<file path="src/rtl/alu_op_sequencer.sv">
// Control FSM in front of the calculator ALU: one request per handshake, owns ACC and FLAGS.
// Optional multi-cycle factorial sequencing is compiled in with `define SEQ_FACT_EN.
module alu_op_sequencer #(
  parameter int         WIDTH   = 16,
  parameter int         ALU_LAT = 1,
  parameter logic [5:0] OP_LDI  = 6'b000001,
  parameter logic [5:0] OP_MUL  = 6'b001001,
  parameter logic [5:0] OP_FACT = 6'b001111
) (
  input  logic             CLK,
  input  logic             RST,
  input  logic             REQ_VALID,
  output logic             REQ_READY,
  input  logic [5:0]       REQ_OPCODE,
  input  logic             REQ_REG_ADDR,
  input  logic [WIDTH-1:0] REQ_IMM,
  output logic             ALU_EN,
  output logic [5:0]       ALU_OPCODE,
  output logic             ALU_REG_ADDR,
  output logic [WIDTH-1:0] ALU_IMM,
  input  logic [WIDTH-1:0] ALU_RES,
  input  logic [3:0]       ALU_FLAGS,
  output logic [WIDTH-1:0] ACC,
  output logic [3:0]       FLAGS,
  output logic             DONE,
  output logic             BUSY
);

  localparam int WCW = (ALU_LAT > 1) ? $clog2(ALU_LAT) : 1;

  typedef enum logic [2:0] {
    IDLE,
    ISSUE,
    WAIT,
`ifdef SEQ_FACT_EN
    FACT_CHK,
`endif
    WB
  } state_t;

  state_t           state_q, state_d;
  logic [WIDTH-1:0] acc_q, acc_d;
  logic [3:0]       flags_q, flags_d;
  logic             alu_en_q, alu_en_d;
  logic [5:0]       alu_opcode_q, alu_opcode_d;
  logic             alu_reg_addr_q, alu_reg_addr_d;
  logic [WIDTH-1:0] alu_imm_q, alu_imm_d;
  logic             done_q, done_d;
  logic             ready_q, ready_d;
  logic [WCW-1:0]   wait_cnt_q, wait_cnt_d;
`ifdef SEQ_FACT_EN
  logic [WIDTH-1:0] cnt_q, cnt_d;
  logic             fact_q, fact_d;
`endif

  always_comb begin
    state_d        = state_q;
    acc_d          = acc_q;
    flags_d        = flags_q;
    alu_en_d       = alu_en_q;
    alu_opcode_d   = alu_opcode_q;
    alu_reg_addr_d = alu_reg_addr_q;
    alu_imm_d      = alu_imm_q;
    done_d         = 1'b0;
    ready_d        = ready_q;
    wait_cnt_d     = wait_cnt_q;
`ifdef SEQ_FACT_EN
    cnt_d          = cnt_q;
    fact_d         = fact_q;
`endif
    case (state_q)
      IDLE: begin
        ready_d = 1'b1;
        if (REQ_VALID) begin
          alu_opcode_d   = REQ_OPCODE;
          alu_reg_addr_d = REQ_REG_ADDR;
          alu_imm_d      = REQ_IMM;
          ready_d        = 1'b0;
          if (REQ_OPCODE == OP_LDI) begin
            acc_d   = REQ_IMM;
            done_d  = 1'b1;
            state_d = WB;
          end
`ifdef SEQ_FACT_EN
          else if (REQ_OPCODE == OP_FACT) begin
            // ACC starts at 1 and is multiplied down by N, N-1, ... 2
            acc_d        = WIDTH'(1);
            flags_d      = 4'h0;
            cnt_d        = REQ_IMM;
            fact_d       = 1'b1;
            alu_opcode_d = OP_MUL;
            state_d      = FACT_CHK;
          end
`endif
          else begin
            alu_en_d = 1'b1;
            state_d  = ISSUE;
`ifdef SEQ_FACT_EN
            fact_d   = 1'b0;
`endif
          end
        end
      end
      ISSUE: begin
        wait_cnt_d = WCW'(ALU_LAT - 1);
        state_d    = WAIT;
      end
      WAIT: begin
        if (wait_cnt_q == '0) begin
          acc_d    = ALU_RES;
          alu_en_d = 1'b0;
`ifdef SEQ_FACT_EN
          if (fact_q) begin
            // overflow is sticky across the whole product chain
            flags_d = {ALU_FLAGS[3:1], flags_q[0] | ALU_FLAGS[0]};
            cnt_d   = cnt_q - WIDTH'(1);
            state_d = FACT_CHK;
          end else begin
            flags_d = ALU_FLAGS;
            done_d  = 1'b1;
            state_d = WB;
          end
`else
          flags_d = ALU_FLAGS;
          done_d  = 1'b1;
          state_d = WB;
`endif
        end else begin
          wait_cnt_d = wait_cnt_q - WCW'(1);
        end
      end
`ifdef SEQ_FACT_EN
      FACT_CHK: begin
        if (cnt_q <= WIDTH'(1)) begin
          done_d  = 1'b1;
          state_d = WB;
        end else begin
          alu_imm_d = cnt_q;
          alu_en_d  = 1'b1;
          state_d   = ISSUE;
        end
      end
`endif
      WB: begin
        ready_d = 1'b1;
        state_d = IDLE;
      end
      default: state_d = IDLE;
    endcase
  end

  always_ff @(posedge CLK or negedge RST) begin
    if (!RST) begin
      state_q        <= IDLE;
      acc_q          <= '0;
      flags_q        <= '0;
      alu_en_q       <= 1'b0;
      alu_opcode_q   <= '0;
      alu_reg_addr_q <= 1'b0;
      alu_imm_q      <= '0;
      done_q         <= 1'b0;
      ready_q        <= 1'b1;
      wait_cnt_q     <= '0;
`ifdef SEQ_FACT_EN
      cnt_q          <= '0;
      fact_q         <= 1'b0;
`endif
    end else begin
      state_q        <= state_d;
      acc_q          <= acc_d;
      flags_q        <= flags_d;
      alu_en_q       <= alu_en_d;
      alu_opcode_q   <= alu_opcode_d;
      alu_reg_addr_q <= alu_reg_addr_d;
      alu_imm_q      <= alu_imm_d;
      done_q         <= done_d;
      ready_q        <= ready_d;
      wait_cnt_q     <= wait_cnt_d;
`ifdef SEQ_FACT_EN
      cnt_q          <= cnt_d;
      fact_q         <= fact_d;
`endif
    end
  end

  assign REQ_READY    = ready_q;
  assign BUSY         = ~ready_q;
  assign ALU_EN       = alu_en_q;
  assign ALU_OPCODE   = alu_opcode_q;
  assign ALU_REG_ADDR = alu_reg_addr_q;
  assign ALU_IMM      = alu_imm_q;
  assign ACC          = acc_q;
  assign FLAGS        = flags_q;
  assign DONE         = done_q;

endmodule

</file>
<file path="config.mk">
export PLATFORM = sky130hd
export DESIGN_NAME = alu_op_sequencer
export DESIGN_NICKNAME = d
export VERILOG_FILES = /design/src/rtl/alu_op_sequencer.sv
export SDC_FILE = /design/constraint.sdc
export NUM_CORES = 1
export LEC_CHECK = 0
export ABC_AREA = 1
export BUFFER_PORTS_ARGS = -buffer_cell sky130_fd_sc_hd__buf_4
export CORE_MARGIN = 8
export CORE_UTILIZATION = 30
export DETAILED_ROUTE_END_ITERATION = 10
export RECOVER_POWER = 50
export SETUP_SLACK_MARGIN = 0.15
export SLEW_MARGIN = 20
export SYNTH_ARGS = -nofsm -noshare
export SYNTH_HDL_FRONTEND = slang
export SYNTH_SLANG_ARGS = --single-unit
</file>
<file path="constraint.sdc">
create_clock -name CLK -period 3.15 [get_ports CLK]
set_input_delay 0.315 -clock CLK [delete_from_list [all_inputs] [get_ports CLK]]
set_output_delay 0.315 -clock CLK [all_outputs]
set_load 0.02 [all_outputs]
</file>
== Word-level counts from Yosys, hierarchy flattened ==
Cells that the tools add are included.
Storage, ports and cells
  memories kept: 0
  word-level logic and storage cells: 50
  bits in writable memories: 0
  output and inout bits: 47
  register bits: 50
  latch bits: 0
  bits of input ports: 46
  memory bits (read-only): 0
Cells by class
  shift-type cells: 0
  mux-type cells: 20
  bitwise logic cells: 2
  multipliers: 0
  add/sub/neg operators: 1
  order comparisons: 0
  equality and inequality tests: 8
  divide/modulo/power cells: 0
  reduce and logical (&&, ||, !) cells: 9
Operators with widths (number)
  $mux 16: 3
  $pmux 16 s2: 1
  $pmux 3 s3: 1
  $mux 1: 8
  $ne 2x2->1 const B: 4
  $pmux 1 s2: 4
  $reduce_and 4->1: 2
  $eq 3x2->1 const B: 2
  $eq 6x1->1 const B: 1
  $mux 3: 2
  $reduce_and 2->1: 3
  $reduce_bool 2->1: 3
  $eq 3x1->1 const B: 1
  $logic_not 3->1: 1
  $mux 2: 1
  $not 1->1: 2
  $sub 1x1->1 const B: 1

== Depth between registers and ports, before layout ==
  depth after elaboration: 4
  mapped depth: 9
  gate-level depth less buffers: 8

== Least setup slack after synthesis ==
No wires, ideal clock.
  path kind: register to register
  from: register state_q[0]
  to: register acc_q[0] (netlist: ACC[0])
  required time: 3.033 ns
  data arrival time: 1.318 ns
  cell stages (with the launch flop): 9
  buffers on the path: 1
  setup time: 0.117 ns
  clock period less this slack: 1.434 ns
  path slack: 1.716 ns
  path through: dfrtp_1 > inv_1 > ha_1 > nand2_2 > clkinv_4 > nand4_4 > buf_2 > nand3_1 > nand2_1
Between the ends
  word-level cells in the longest chain between the ends: 3
  elaborated cells on any way between the ends: 8
  classes of those cells: eq/ne: 4; mux: 1; reduce/logical: 3
Ends and longest elaborated chain
  start, declared: RTL line 41  | state_t state_q, state_d;
  start signal, assigned: RTL line 169  | state_q <= state_d;
  $eq 3x2->1 / $logic_not 3->1 (equally long branches): RTL line 71  | case (state_q)
  $ne 2x2->1 (no line) / $reduce_bool 2->1 (equally long branches)
  $reduce_and 4->1 (no line)
  end signal, assigned: RTL line 155  | acc_q <= '0;
  end signal, assigned: RTL line 170  | acc_q <= acc_d;
  end, declared: RTL line 42  | logic [WIDTH-1:0] acc_q, acc_d;
Parallel ways exist; a longest one is shown, timed or not.
A chain may end at the register's enable or synchronous reset.

== Worst setup path after layout ==
  from: register state_q[0]
  to: register acc_q[15] (netlist: ACC[15])
The elaborated chain is that of the path after synthesis.

==> flow_summary.toml <==
[status]
status = "finished, final reports clean"

[global_route]
grt_usage_pct = 12.3
grt_pass1_wl_um = 9950
antenna_found_initial = 0
use_met3_pct = 5.05
gr-total-overflow = 0
grt_pass1_vias = 1999
use_met1_pct = 15.2
met2_usage_pct = 19.4
grt_max_degree = 49
busiest_layer = "met2"

[setup_path]
critPathSlowestCell = "dfrtp_1"
cp_top_family = "simple AND/OR/NAND/NOR gates"
critical_path.cell_chain = "inv_1 -> ha_1 -> nand2_2 -> buf_4 -> clkinv_4 -> nand4_4 -> nand2_4 -> nand2_1 -> nand2_1"
cp.required_ns = 3.34
reg2reg_from = "state_q[0]"
crit_path_start_kind = "flop"
worstPathMaxFanout = 41
crit_top_cell = "nand2_1"
path_buf_inv = 3
cpPeakStageDelay_ns = 0.37
crit_type = "reg2reg"
rr_worst_depth = 9
rr_endpoint = "ACC[15]"
end_kind = "flop"
cp.arrival_ns = 2.18
reg2reg_slack_ns = 1.16

[timing]
setup_violations = 0
relSlewSlack_pct = 53.8
rsz0062_at_grt = "false"
setup_slack_ns = 1.16
worst_pin_slew_ns = 0.693
fmax_mhz = 502
maxSlewViolCount = 0
fin_crit_sh_pct = 63.2
hold_viol_final = 0
fin_skew_ns = 0.00522
period_needed_ns = 1.99
tns_ns = 0

[placement]
place_inst = 434
finalWeightedCongestion = 0.769
io_buffers = 92
preCtsSetupSlack_ns = 1.17
placed_area_mm2 = 0.00290
dp_hpwl_um = 4620

[yosys]
synthCells = 256
yosysWarnings = 0
post_synth_mux_area_share_pct = 0
synth-adder-area-share_pct = 1.76
synth.area.top_cells = "dfrtp_1 (55%), nand2_1 (18%), o21ai_0 (8.7%), nand3_1 (4.5%), inv_1 (4.1%)"
ys_types = 18
synth_nets = 305
synth_compound_area_share_pct = 8.69
synth-seq-cells = 48
synth_top_area_cell = "dfrtp_1"
synth.cell_area_mm2 = 0.00213
synth-simple-area-share_pct = 25.7
seq_area_frac_synth_pct = 56.4
synth_top_family_by_area = "simple AND/OR/NAND/NOR gates"
synth_top_area_share_pct = 55.2
synth-xor-area-share_pct = 0
syn_area_per_cell_um2 = 8.32

[die]
die_h_um = 100
die_area_mm2 = 0.0101
start_util_pct = 31.2
die_w_um = 100
core-area_mm2 = 0.00683
rows = 30
ios = 93

[layout]
final_cell_mix = "nand2_1 (103), buf_4 (72), dfrtp_1 (47), o21ai_0 (37), inv_1 (23)"
diodes = 0
drive_above_1_share_pct = 24.6
synthToLayoutAreaGrowth_pct = 38.2
final_cells = 441
stdcell_area_mm2 = 0.00294
fin_nets = 394
final_util_pct = 43.1
layout_commonest_cell = "nand2_1"

[clocking]
ctsHtreeMaxLevel = 2
postCtsHoldBufs = 0
clk-insertion-delay-late_ns = 0.30
cts_buffers = 5
postCtsSetupRepairBufs = 0
ctsResizeCount = 0
clkSlewWorstSetupHoldPaths_ns = 0.09
clock-root-buffer = "clkbuf_8"
clock_path_buffers = 2
cts_tree = "done"
cts.sinks = 48

[detailed_routing]
via_per_inst = 4.37
drt-total-wl_um = 6190
drcViolationCount = 0
wire_per_inst_um = 14.0
vias = 1929
ant_nets = 0
drt_iter0_markers = 85
drtPass1Iterations = 4

[run]
maxCapViolations = 0

[power_and_ir_drop]
p_per_area_mw_per_mm2 = 1060
irDropWorstVdd_v = 0.000475
power_leakage_nw = 1.57

[hold_path]
hold_path_class = "in2async"
==> kinds of logic (layout without fill, tap and decap cells) <==
kind of cell             Yosys count  in the layout
AND/OR/NAND/NOR                  131            131
flip-flops                        48             48
AO/OA/AOI/OAI                     37             37
buffers and inverters             37            126
adder cells (fa/ha/maj)            3              3
==> routing by layer <==
layer	up-vias	wire, um
met4	0	50
met2	78	2720
met3	5	574
met5	-	0
met1	871	2850
li1	975	-
==> sequential cells by signal, summed over array words and instances (netlist names) <==
signal / flops
state_q: 2
REQ_READY: 1
ALU_REG_ADDR: 1
ALU_OPCODE: 6
ALU_IMM: 16
FLAGS: 4
DONE: 1
ALU_EN: 1
ACC: 16
==> metrics by stage <==
step | hold slack, ns | total power, mW
after global placement | 0.371 | 2.72
final | 0.0178 | 3.11
after CTS | 0.0475 | 3.27
after floorplan | 0.0194 | 2.03
after global routing | 0.0627 | 3.36
after detailed placement | 0.379 | 2.75
==> Yosys cell counts <==
cell type,number
nand4_4,1
dfrtp_1,47
or2_1,1
buf_6,1
clkinv_4,1
clkbuf_1,6
inv_1,23
nand4_1,1
nand2_4,1
dfstp_2,1
nand2_1,103
nand3_1,19
nand2_2,1
ha_1,3
nor2_1,4
buf_2,5
o21ai_0,37
inv_2,1
==> where the power goes <==
| part | total [mW] | leakage, nW | internal [mW] | switching, mW |
|---|---|---|---|---|
| Combinational | 1.49 | 0.915 | 0.518 | 0.974 |
| Sequential | 1.10 | 0.594 | 0.921 | 0.180 |
| Clock | 0.518 | 0.0642 | 0.313 | 0.205 |
==> worst reg2reg max path, delay by kind of cell, from the launching register on <==
family / cells / cell delay [ns]
adder cells (fa/ha/maj): 1 / 0.25
AND/OR/NAND/NOR: 5 / 0.69
flip-flops: 1 / 0.37
buffers and inverters: 3 / 0.60
==> worst max path at each step <==
stage	from	end	slack, ns	depth (start not counted)
floorplan	state_q[0]	ACC[0]	1.72	8
global placement	state_q[1]	ACC[4]	1.24	9
detailed placement	state_q[0]	ACC[3]	1.17	9
CTS	state_q[0]	ACC[15]	1.16	9
global route	state_q[0]	ACC[0]	0.97	9
finish	state_q[0]	ACC[15]	1.16	9
==> cell type report <==
type	instances	area, um2
inverter	25	98.8
clock inverter	2	60.1
fill	733	3890
clock buffer	5	68.8
sequential	48	1200
tap	96	120
timing repair buffer	94	623
multi-input combinational	171	771
Note: power is estimated with default switching activity, not from simulation.
